===== src/rtl/ext_loader_pkg.sv =====
// Shared types and constants for the external memory loader.
package ext_loader_pkg;

  typedef enum logic [2:0] {
    StIdle,
    StLen,
    StData,
    StWrite,
    StChk,
    StDone,
    StErr
  } state_e;

  localparam int unsigned BYTES_PER_WORD = 4;
  localparam logic [31:0] RESET_ADDR     = 32'h0000_0000;

endpackage


===== src/rtl/word_assembler.sv =====
// Little-endian byte-to-word assembler shared by the length, data and checksum phases.
module word_assembler
  import ext_loader_pkg::*;
(
  input  logic        clk_i,
  input  logic        rst_ni,
  input  logic        clear_i,
  input  logic        accept_i,
  input  logic [7:0]  byte_i,
  output logic [31:0] word_o,
  output logic        complete_o
);

  localparam int unsigned IdxW = $clog2(BYTES_PER_WORD);
  localparam logic [IdxW-1:0] LastIdx = IdxW'(BYTES_PER_WORD - 1);

  // Only the earlier bytes are stored; the final byte is merged combinationally.
  logic [23:0]     word_q, word_d;
  logic [IdxW-1:0] idx_q, idx_d;

  always_comb begin
    word_d = word_q;
    idx_d  = idx_q;
    if (clear_i) begin
      word_d = '0;
      idx_d  = '0;
    end else if (accept_i) begin
      word_d = {byte_i, word_q[23:8]};
      idx_d  = idx_q + 1'b1;
    end
  end

  always_ff @(posedge clk_i or negedge rst_ni) begin
    if (!rst_ni) begin
      word_q <= '0;
      idx_q  <= '0;
    end else begin
      word_q <= word_d;
      idx_q  <= idx_d;
    end
  end

  assign word_o     = {byte_i, word_q};
  assign complete_o = accept_i && !clear_i && (idx_q == LastIdx);

endmodule


===== src/rtl/ext_mem_loader.sv =====
// Streams a length-prefixed word image from a byte host into data memory while holding the CPU.
// Optional trailing checksum phase enabled by defining LOADER_CHECKSUM_EN.
module ext_mem_loader
  import ext_loader_pkg::*;
#(
  parameter logic [31:0] BASE_ADDR = RESET_ADDR,
  parameter int unsigned MAX_WORDS = 64
) (
  input  logic        clk,
  input  logic        reset,
  input  logic        start,
  input  logic [7:0]  in_data,
  input  logic        in_valid,
  output logic        in_ready,
  output logic        Ext_MemWrite,
  output logic [31:0] Ext_DataAdr,
  output logic [31:0] Ext_WriteData,
  output logic        cpu_hold,
  output logic        done,
  output logic        err
);

`ifdef LOADER_CHECKSUM_EN
  localparam state_e FinishSt = StChk;
`else
  localparam state_e FinishSt = StDone;
`endif
  localparam logic [31:0] MaxWords = 32'(MAX_WORDS);

  state_e      state_q, state_d;
  logic [31:0] addr_q, addr_d;
  logic [31:0] wdata_q, wdata_d;
  logic [31:0] n_q, n_d;
  logic [31:0] cnt_q, cnt_d;
  logic        in_ready_q, mem_write_q, hold_q, done_q, err_q;
  logic        asm_clear, asm_done;
  logic [31:0] asm_word;
`ifdef LOADER_CHECKSUM_EN
  logic [31:0] sum_q, sum_d;
`endif

  word_assembler u_word_assembler (
    .clk_i      (clk),
    .rst_ni     (reset),
    .clear_i    (asm_clear),
    .accept_i   (in_valid && in_ready_q),
    .byte_i     (in_data),
    .word_o     (asm_word),
    .complete_o (asm_done)
  );

  always_comb begin
    state_d   = state_q;
    addr_d    = addr_q;
    wdata_d   = wdata_q;
    n_d       = n_q;
    cnt_d     = cnt_q;
    asm_clear = 1'b0;
`ifdef LOADER_CHECKSUM_EN
    sum_d     = sum_q;
`endif
    unique case (state_q)
      StIdle, StDone, StErr: begin
        if (start) begin
          state_d   = StLen;
          addr_d    = BASE_ADDR;
          n_d       = '0;
          cnt_d     = '0;
          asm_clear = 1'b1;
`ifdef LOADER_CHECKSUM_EN
          sum_d     = '0;
`endif
        end
      end
      StLen: begin
        if (asm_done) begin
          n_d = asm_word;
          if (asm_word == '0)         state_d = FinishSt;
          else if (asm_word > MaxWords) state_d = StErr;
          else                        state_d = StData;
        end
      end
      StData: begin
        if (asm_done) begin
          wdata_d = asm_word;
          state_d = StWrite;
        end
      end
      StWrite: begin
        addr_d  = addr_q + 32'd4;
        cnt_d   = cnt_q + 32'd1;
`ifdef LOADER_CHECKSUM_EN
        sum_d   = sum_q + wdata_q;
`endif
        state_d = (cnt_q + 32'd1 == n_q) ? FinishSt : StData;
      end
`ifdef LOADER_CHECKSUM_EN
      StChk: begin
        if (asm_done) state_d = (asm_word == sum_q) ? StDone : StErr;
      end
`endif
      default: state_d = StIdle;
    endcase
  end

  // Outputs are registered from the next state so they align exactly with state_q.
  always_ff @(posedge clk or negedge reset) begin
    if (!reset) begin
      state_q     <= StIdle;
      addr_q      <= BASE_ADDR;
      wdata_q     <= '0;
      n_q         <= '0;
      cnt_q       <= '0;
      in_ready_q  <= 1'b0;
      mem_write_q <= 1'b0;
      hold_q      <= 1'b1;
      done_q      <= 1'b0;
      err_q       <= 1'b0;
`ifdef LOADER_CHECKSUM_EN
      sum_q       <= '0;
`endif
    end else begin
      state_q     <= state_d;
      addr_q      <= addr_d;
      wdata_q     <= wdata_d;
      n_q         <= n_d;
      cnt_q       <= cnt_d;
      in_ready_q  <= state_d inside {StLen, StData, StChk};
      mem_write_q <= (state_d == StWrite);
      hold_q      <= (state_d != StDone);
      done_q      <= (state_d == StDone);
      err_q       <= (state_d == StErr);
`ifdef LOADER_CHECKSUM_EN
      sum_q       <= sum_d;
`endif
    end
  end

  assign in_ready      = in_ready_q;
  assign Ext_MemWrite  = mem_write_q;
  assign Ext_DataAdr   = addr_q;
  assign Ext_WriteData = wdata_q;
  assign cpu_hold      = hold_q;
  assign done          = done_q;
  assign err           = err_q;

endmodule

===== config.mk =====
export PLATFORM = sky130hd
export DESIGN_NAME = ext_mem_loader
export DESIGN_NICKNAME = d
export VERILOG_FILES = /design/src/rtl/ext_loader_pkg.sv /design/src/rtl/word_assembler.sv /design/src/rtl/ext_mem_loader.sv
export SDC_FILE = /design/constraint.sdc
export NUM_CORES = 1
export LEC_CHECK = 0
export ABC_AREA = 1
export CAP_MARGIN = 20
export CORE_UTILIZATION = 60
export CTS_BUF_LIST = sky130_fd_sc_hd__clkbuf_4 sky130_fd_sc_hd__clkbuf_8
export DETAILED_ROUTE_END_ITERATION = 6
export PLACE_DENSITY = 0.83
export SETUP_SLACK_MARGIN = 0.2
export SYNTH_ARGS = -nofsm -noshare
export SYNTH_HDL_FRONTEND = slang
export SYNTH_SLANG_ARGS = --single-unit

===== constraint.sdc =====
create_clock -name clk -period 2.2 [get_ports clk]
set_input_delay 0.44 -clock clk [delete_from_list [all_inputs] [get_ports clk]]
set_output_delay 0.44 -clock clk [all_outputs]
set_load 0.02 [all_outputs]

==> results of run 1 <==
## final cells by class
class                      count  area (um^2)  share of cell area
clock inverter                15          160              0.0140
sequential                   160         4010               0.351
inverter                     128          480              0.0420
timing repair buffer         221         2030               0.177
tap                          176          220              0.0192
multi-input combinational    767         4310               0.376
clock buffer                  17          234              0.0204
## sequential cells by signal, summed over array words and instances, names as in the netlist, 2 cells and up
signal,cells
u_word_assembler.idx_q,2
n_q,32
u_word_assembler.word_q,24
Ext_DataAdr,30
state_q,3
Ext_WriteData,32
cnt_q,32
## power groups by stage
stage	Combinational [mW]	Clock [mW]	Sequential (mW)
detailed placement	4.34	0	4.28
finish	5.31	2.21	4.35
CTS	4.65	2.15	4.25
floorplan	2.42	0	4.48
global route	5.67	2.32	4.40
global placement	4.24	0	4.24
## metrics by stage
| step | setup WS (ns) | utilization | std cells | TNS, ns | instance area (um^2) |
|---|---|---|---|---|---|
| after global placement | -0.0901 | 0.754 | 1408 | -0.294 | 10100 |
| final | -0.357 | 0.851 | 1484 | -2.01 | 11400 |
| after global routing | -0.471 | 0.851 | 1484 | -2.73 | 11400 |
| after CTS | -0.134 | 0.816 | 1468 | -0.482 | 11000 |
| after detailed placement | -0.186 | 0.754 | 1408 | -0.883 | 10100 |
| after floorplan | 0.155 | - | 1089 | 0 | 8450 |
## cell families after synthesis
family                   after synthesis
other                                  1
multiplexers                          17
AO/OA/AOI/OAI                        156
AND/OR/NAND/NOR                      585
buffers and inverters                162
XOR/XNOR                               4
adder cells (fa/ha/maj)                3
flip-flops                           160
## worst max-delay path, cell delays in order (launching register included)
cell and delay (ns):
dfrtp_1 0.45, nand2_2 0.13, nor2_4 0.22, nand2_1 0.13, nor2_1 0.18, buf_4 0.18
nand2_1 0.05, nand2_1 0.08, nand2_1 0.07, nand2_1 0.06, nand2_1 0.07, nor2_1 0.11
nand2_1 0.12, nor2_4 0.16, nand4_4 0.17, nand2_2 0.14, nand3_2 0.11, inv_2 0.08
## repair_timing
| action | 4_1_cts | 5_1_grt |
|---|---|---|
| hold buffers | 1 | 0 |
| buffers inserted | 26 | 14 |
| pin swaps | 29 | 42 |
| endpoints found under the hold margin | 50 | 0 |
| gates cloned | 1 | 2 |
| endpoints found under the setup margin | 55 | 159 |
| gates resized for setup | 63 | 94 |
## metal layers
| layer | global-route usage | share of wire | up-vias |
|---|---|---|---|
| li1 | - | - | 3981 |
| met1 | 0.488 | 0.37 | 4289 |
| met2 | 0.572 | 0.46 | 758 |
| met3 | 0.0769 | 0.12 | 200 |
| met4 | 0.154 | 0.058 | 0 |
| met5 | 0 | 0 | - |
## path summary, 6_finish.rpt
path | end | slack [ns]
max in group asynchronous | Ext_DataAdr[3] | 1.06
min in group clk | Ext_WriteData[12] | 0.51
worst max-delay path | done | -0.36
worst min-delay path | Ext_DataAdr[28] | 0.46
worst min register to register | Ext_WriteData[12] | 0.51
worst max register to register | done | -0.36
## cells in the mapped netlist (2+ instances only)
| cell type | count | share of area |
|---|---|---|
| a21oi_1 | 19 | 0.011 |
| a31oi_1 | 2 | 0.0015 |
| and2_1 | 4 | 0.0030 |
| buf_1 | 6 | 0.0027 |
| buf_2 | 2 | 0.0012 |
| buf_4 | 2 | 0.0018 |
| clkbuf_1 | 24 | 0.011 |
| dfrtp_1 | 159 | 0.47 |
| ha_1 | 3 | 0.0045 |
| inv_1 | 123 | 0.055 |
| inv_2 | 4 | 0.0018 |
| mux2_2 | 11 | 0.015 |
| mux2i_1 | 6 | 0.0071 |
| nand2_1 | 290 | 0.13 |
| nand2_2 | 13 | 0.0097 |
| nand2_4 | 2 | 0.0027 |
| nand3_1 | 137 | 0.081 |
| nand3_2 | 3 | 0.0036 |
| nand3b_1 | 3 | 0.0027 |
| nand4_1 | 13 | 0.0097 |
| nor2_1 | 93 | 0.041 |
| nor2_2 | 7 | 0.0052 |
| nor2_4 | 5 | 0.0067 |
| nor2_8 | 2 | 0.0048 |
| nor3_1 | 8 | 0.0048 |
| nor3_2 | 2 | 0.0024 |
| o21a_1 | 22 | 0.020 |
| o21ai_0 | 65 | 0.039 |
| o21ai_1 | 4 | 0.0024 |
| o22ai_1 | 36 | 0.027 |
| o31ai_1 | 4 | 0.0036 |
| xor2_1 | 2 | 0.0021 |
==> results.toml, run 1 <==
[outcome]
status = "complete, but fails checks"
violations = "DRC, setup timing"

[yosys]
ys_seq_area_frac = 0.476
syn_area_per_cell_um2 = 7.74
async_reset_ff_frac = 1.00
yosysUniqueCellTypes = 44
synth-main-ff-cell = "dfrtp_1"
synth-adder-area-share = 0.00446
yosys_warnings = 0
syn-instance-count = 1088
synth_edf_count = 0
netlist_area_um2 = 8420
synth_compound_area_frac = 0.108
ys_ff_latch = 160
synthSimpleGateAreaFrac = 0.311
synthXorXnorAreaFrac = 0.00579
synth_top_family_by_area = "simple AND/OR/NAND/NOR gates"
synthMuxAreaShare = 0.0218

[sta]
rsz0062_at_grt = "yes"
finalSetupViolations = 7
skew_ns = 0.0245
fin_hold_ws_ns = 0.461
relSlewSlack = 0.648
hold_violations = 0
period_share = 1.16
fin_ws_ns = -0.357
fmax_mhz = 391
tightestPinTransition_ns = 0.528
fin_crit_ns = 2.56
slew_violations = 0

[global_route]
grt_max_degree = 56
track_usage = 0.363
grt_pass1_vias = 8197
antenna_found_initial = 0
grt_pass1_wl_um = 40500
gr-total-overflow = 0

[power]
seqPwrFrac = 0.366
combPwrFrac = 0.447
p_int_mw = 6.52
pwr-share-clk = 0.186
switchingPower_mw = 5.35
p_leak_nw = 5.72
power_mw = 11.9
netSwitchingFraction = 0.450
vdd_drop_max_v = 0.00102
p_per_area_nw_per_um2 = 1040

[worst_setup_path]
cp_max_fo = 4
crit_start = "cnt_q[3]"
criticalPathCategory = "register to register"
r2r_cells = 17
crit_required_ns = 2.64
r2r-start = "cnt_q[3]"
cp-start-kind = "register"
arrival_ns = 3.00
end_kind = "register"

[place]
hpwl_um = 16600
gp_congestion = 0.945
port_buffers = 78

[cells_and_area]
finalNetCount = 1310
drive_above_1_share = 0.248
final_common_cell = "nand2_1"
syn_to_final_growth_pct = 36.0
final_cell_mix = "nand2_1, dfrtp_1, buf_4, nand3_1, inv_1"
diodes = 0
fillers = 719

[routing]
vias = 9228
avgRoutedWirePerCell_um = 19.8
via_per_inst = 6.22
routed_wirelength_um = 29400
dr.pass1.iters = 7
drtIter0Drc = 1330
drc = 16
final_antenna_net_count = 0

[cts]
cts_tree = "done"
clkLatencyLatePin_ns = 0.50
cts_inserted_buffers = 17
root_buffer = "clkbuf_8"
path_clk_slew_ns = 0.10
clock-sinks = 160
h-tree-depth = 4
clk_path_buf_depth = 2

[floorplanning]
core_area_um2 = 13500
die_h_um = 120
dieArea_um2 = 14500
row_count = 42
ios = 81
initial_core_util = 0.626
die_w_um = 120

[run]
cap_viol_max_count = 0

[worst_hold_path]
holdCritPathClass = "input port to async pin"
Note: power is estimated with default switching activity, not from simulation.
==> run 2: changes to the inputs <==
MAX_ROUTING_LAYER = met4   (was unset)
SKIP_CTS_REPAIR_TIMING = 1   (was unset)
==> results.toml, run 2 (same netlist as run 1, synthesis figures left out) <==
[cts]
clock-sinks = 160
h-tree-depth = 4
clkLatencyLatePin_ns = 0.48
path_clk_slew_ns = 0.10
clk_path_buf_depth = 2
root_buffer = "clkbuf_8"
cts_tree = "done"
cts_inserted_buffers = 17

[run]
cap_viol_max_count = 0

[routing]
vias = 8734
routed_wirelength_um = 26200
avgRoutedWirePerCell_um = 17.9
final_antenna_net_count = 0
via_per_inst = 5.98
dr.pass1.iters = 7
drc = 3
drtIter0Drc = 1269

[global_route]
grt_max_degree = 65
gr-total-overflow = 0
track_usage = 0.345
grt_pass1_wl_um = 37700
grt_pass1_vias = 7793
antenna_found_initial = 0

[cells_and_area]
drive_above_1_share = 0.226
finalNetCount = 1287
syn_to_final_growth_pct = 33.5
diodes = 0
final_cell_mix = "nand2_1, dfrtp_1, inv_1, nand3_1, buf_4"
final_common_cell = "nand2_1"

[sta]
finalSetupViolations = 7
fmax_mhz = 399
slew_violations = 0
period_share = 1.14
fin_ws_ns = -0.309
skew_ns = 0.0159
setup-tns-final_ns = -1.68
fin_crit_ns = 2.51
rsz0062_at_grt = "yes"
hold_violations = 0

[place]
port_buffers = 78
hpwl_um = 16900
pre_cts_slack_ns = -0.165
gp_congestion = 0.937

[floorplanning]
dieArea_um2 = 14500
ios = 81
initial_core_util = 0.626
die_w_um = 120
row_count = 42
die_h_um = 120
core_area_um2 = 13500

[outcome]
violations = "DRC, setup timing"
status = "complete, but fails checks"

[worst_setup_path]
cp-start-kind = "register"
end_kind = "register"
cp_cell_sequence = "buf_6 -> nand2_2 -> nor2_4 -> nand2_2 -> nor2_4 -> nand2_2 -> buf_4 -> nand3_1 -> nand2_1 -> nor2_1 -> nand3_1 -> nor2_4 -> nand4_4 -> nand2_4 -> nand3_2 -> inv_2"
cp_max_fo = 6
cpPeakStageDelay_ns = 0.41
crit_family = "simple AND/OR/NAND/NOR gates"
arrival_ns = 2.94
crit_required_ns = 2.63
cp_slowest_cell = "dfrtp_1"
criticalPathCategory = "register to register"
cp_num_buf_inv = 3

[power]
vdd_drop_max_v = 0.000992
p_leak_nw = 5.72
p_per_area_nw_per_um2 = 1020

[worst_hold_path]
holdCritPathClass = "input port to async pin"
[run 2: cell count changes in the layout (fill, tap and decap cells not counted), moves of 4 or more]
cell,previous run,this run
dlymetal6s2s_1,13,24
buf_6,10,6
buf_4,124,107
inv_6,5,1
nand2_2,34,24
dlygate4sd2_1,12,0
nand2_1,261,269
[run 2: worst paths after layout]
check / cells after the start / to / slack, ns / from
hold reg to reg: 1 / Ext_DataAdr[31] / 0.50 / Ext_DataAdr[31]
hold / removal: 2 / Ext_DataAdr[23] / 0.47 / reset
max in group asynchronous: 3 / Ext_WriteData[20] / 1.09 / reset
min in group clk: 1 / Ext_DataAdr[31] / 0.50 / Ext_DataAdr[31]
setup / recovery: 16 / done / -0.31 / cnt_q[1]
setup reg to reg: 16 / done / -0.31 / cnt_q[1]
[run 2: layout make-up]
type	count	area, um^2
repair buffers	198	1860
flip-flops and latches	160	4010
fillers	767	2210
clock inverters	15	146
multi-input cells	767	4290
clock buffers	17	234
well taps	176	220
inverters	128	480
[run 2: stage by stage]
step	instances	hold slack (ns)	utilization	area [um^2]	power, mW
2_1_floorplan	1089	0.144	-	8450	6.90
3_3_place_gp	1411	0.414	0.756	10200	8.50
3_5_place_dp	1411	0.419	0.756	10200	8.66
4_1_cts	1443	-0.0998	0.784	10600	10.8
5_1_grt	1461	0.497	0.836	11200	12.0
6_report	1461	0.466	0.836	11200	11.5
[run 2: where the power goes]
group / internal (mW) / total [mW] / switching [mW]
clock: 0.837 / 2.13 / 1.30
sequential: 3.72 / 4.30 / 0.580
combinational: 1.87 / 5.04 / 3.17
total: 6.42 / 11.5 / 5.05
[run 2: per-layer routing]
metal | part of all wire | wire length, um | GRT usage | vias to the layer above
met4 | 0.033 | 873 | 0.114 | 0
met5 | 0 | 0 | - | -
met2 | 0.47 | 12300 | 0.526 | 549
met3 | 0.10 | 2640 | 0.0646 | 111
met1 | 0.40 | 10400 | 0.470 | 4126
li1 | - | - | - | 3948
[run 2: worst reg2reg max path: stages (launching register included)]
cell and delay [ns]:
dfrtp_1 0.41, buf_6 0.13, nand2_2 0.06, nor2_4 0.24
nand2_2 0.12, nor2_4 0.24, nand2_2 0.12, buf_4 0.15
nand3_1 0.06, nand2_1 0.06, nor2_1 0.11, nand3_1 0.14
nor2_4 0.16, nand4_4 0.17, nand2_4 0.12, nand3_2 0.11
inv_2 0.06
==> run 3: changes to the inputs <==
PLACE_DENSITY = unset   (was 0.83)
PLACE_DENSITY_LB_ADDON = 0.12   (was unset)
==> results.toml, run 3 (same netlist as run 1, synthesis figures left out) <==
[sta]
hold_violations = 0
rsz0062_at_grt = "yes"
fmax_mhz = 396
period_share = 1.15
finalSetupViolations = 13
slew_violations = 0
skew_ns = 0.0122
fin_ws_ns = -0.324
fin_crit_ns = 2.52
fin_hold_ws_ns = 0.473
setup-tns-final_ns = -2.42

[cts]
cts_inserted_buffers = 17
root_buffer = "clkbuf_8"
cts_tree = "done"
clk_path_buf_depth = 2
clock-sinks = 160
h-tree-depth = 4
path_clk_slew_ns = 0.10
clkLatencyLatePin_ns = 0.48

[worst_setup_path]
cp_max_fo = 7
end_kind = "register"
cp_cell_sequence = "buf_4 -> nand2_1 -> nor2_4 -> nand2_4 -> nor2_4 -> nand2_1 -> nand2_1 -> nand2_1 -> nand2_2 -> nand2_1 -> nor2_1 -> nand2_1 -> nor2_1 -> nand3_4 -> nand2_2 -> nand2_2 -> nor2_1 -> nor2_1"
cpPeakStageDelay_ns = 0.40
cp_num_buf_inv = 1
cp_slowest_cell = "dfrtp_1"
arrival_ns = 2.88
crit_family = "simple AND/OR/NAND/NOR gates"
r2r_setup_slack_ns = -0.32
criticalPathCategory = "register to register"
crit_top_cell = "nand2_1"
cp-start-kind = "register"
crit_required_ns = 2.56

[routing]
vias = 8276
avgRoutedWirePerCell_um = 16.7
via_per_inst = 5.68
routed_wirelength_um = 24300
drc = 0
final_antenna_net_count = 0
dr.pass1.iters = 5
drtIter0Drc = 769

[power]
p_per_area_nw_per_um2 = 1040
p_leak_nw = 5.57
vdd_drop_max_v = 0.000948

[place]
port_buffers = 78
placed_area_um2 = 10100
gp_congestion = 0.996
hpwl_um = 16700

[outcome]
violations = "setup timing"
status = "complete, but fails checks"

[global_route]
grt_pass1_vias = 7493
antenna_found_initial = 0
track_usage = 0.345
grt_pass1_wl_um = 37300
grt_max_degree = 65
gr-total-overflow = 0

[worst_hold_path]
holdCritPathClass = "input port to async pin"

[cells_and_area]
final_common_cell = "nand2_1"
syn_to_final_growth_pct = 31.3
finalNetCount = 1282
drive_above_1_share = 0.202
design_area_um2 = 11100
final_cell_mix = "nand2_1, dfrtp_1, nand3_1, inv_1, buf_4"
diodes = 0
fillers = 872

[floorplanning]
die_w_um = 120
dieArea_um2 = 14500
die_h_um = 120
ios = 81
core_area_um2 = 13500
initial_core_util = 0.626
row_count = 42

[run]
cap_viol_max_count = 0
==> run 3: changes by cell type in the layout (fill, tap and decap cells not counted), moves of 6 or more <==
cell / before / now
a21oi_2: 8 / 2
a21oi_1: 11 / 17
nor2_1: 70 / 81
nand3_2: 16 / 6
nand3_1: 121 / 131
nor2_2: 19 / 12
==> run 3: worst paths after layout <==
| kind | start | endpoint | cells after the start |
|---|---|---|---|
| worst max-delay path | cnt_q[1] | in_ready | 18 |
| worst min-delay path | reset | Ext_DataAdr[27] | 2 |
| worst max register to register | cnt_q[1] | in_ready | 18 |
| worst min register to register | Ext_DataAdr[31] | Ext_DataAdr[31] | 1 |
| max in group asynchronous | reset | cpu_hold | 3 |
| min in group clk | Ext_DataAdr[31] | Ext_DataAdr[31] | 1 |
==> run 3: cell type report <==
cell class	instances	area (um^2)	share of cell area
multi-input cells	767	4110	0.372
well taps	176	220	0.0199
repair buffers	193	1800	0.163
flip-flops and latches	160	4010	0.363
clock buffers	17	234	0.0212
clock inverters	15	189	0.0171
inverters	128	480	0.0435
==> run 3: through the flow <==
| stage | total power [mW] | worst slack [ns] | util | std cells |
|---|---|---|---|---|
| after floorplan | 6.90 | 0.155 | - | 1089 |
| after global placement | 8.56 | -0.214 | 0.754 | 1406 |
| after detailed placement | 8.66 | -0.239 | 0.754 | 1406 |
| after CTS | 11.1 | -0.274 | 0.786 | 1438 |
| after global routing | 12.1 | -0.477 | 0.822 | 1456 |
| final | 11.5 | -0.324 | 0.822 | 1456 |
==> run 3: metal layers <==
| metal | wire length (um) | vias up | part of all wire | track usage |
|---|---|---|---|---|
| met2 | 11300 | 367 | 0.47 | 0.499 |
| li1 | - | 3929 | - | - |
| met3 | 1920 | 53 | 0.079 | 0.0755 |
| met4 | 582 | 0 | 0.024 | 0.123 |
| met5 | 0 | - | 0 | - |
| met1 | 10400 | 3927 | 0.43 | 0.482 |
==> run 3: report_power, final <==
part / switching, mW / internal, mW / leakage [nW] / total (mW)
registers: 0.606 / 3.72 / 2.16 / 4.32
clock network: 1.31 / 1.07 / 0.214 / 2.37
logic: 2.99 / 1.84 / 3.19 / 4.82
total: 4.90 / 6.62 / 5.57 / 11.5
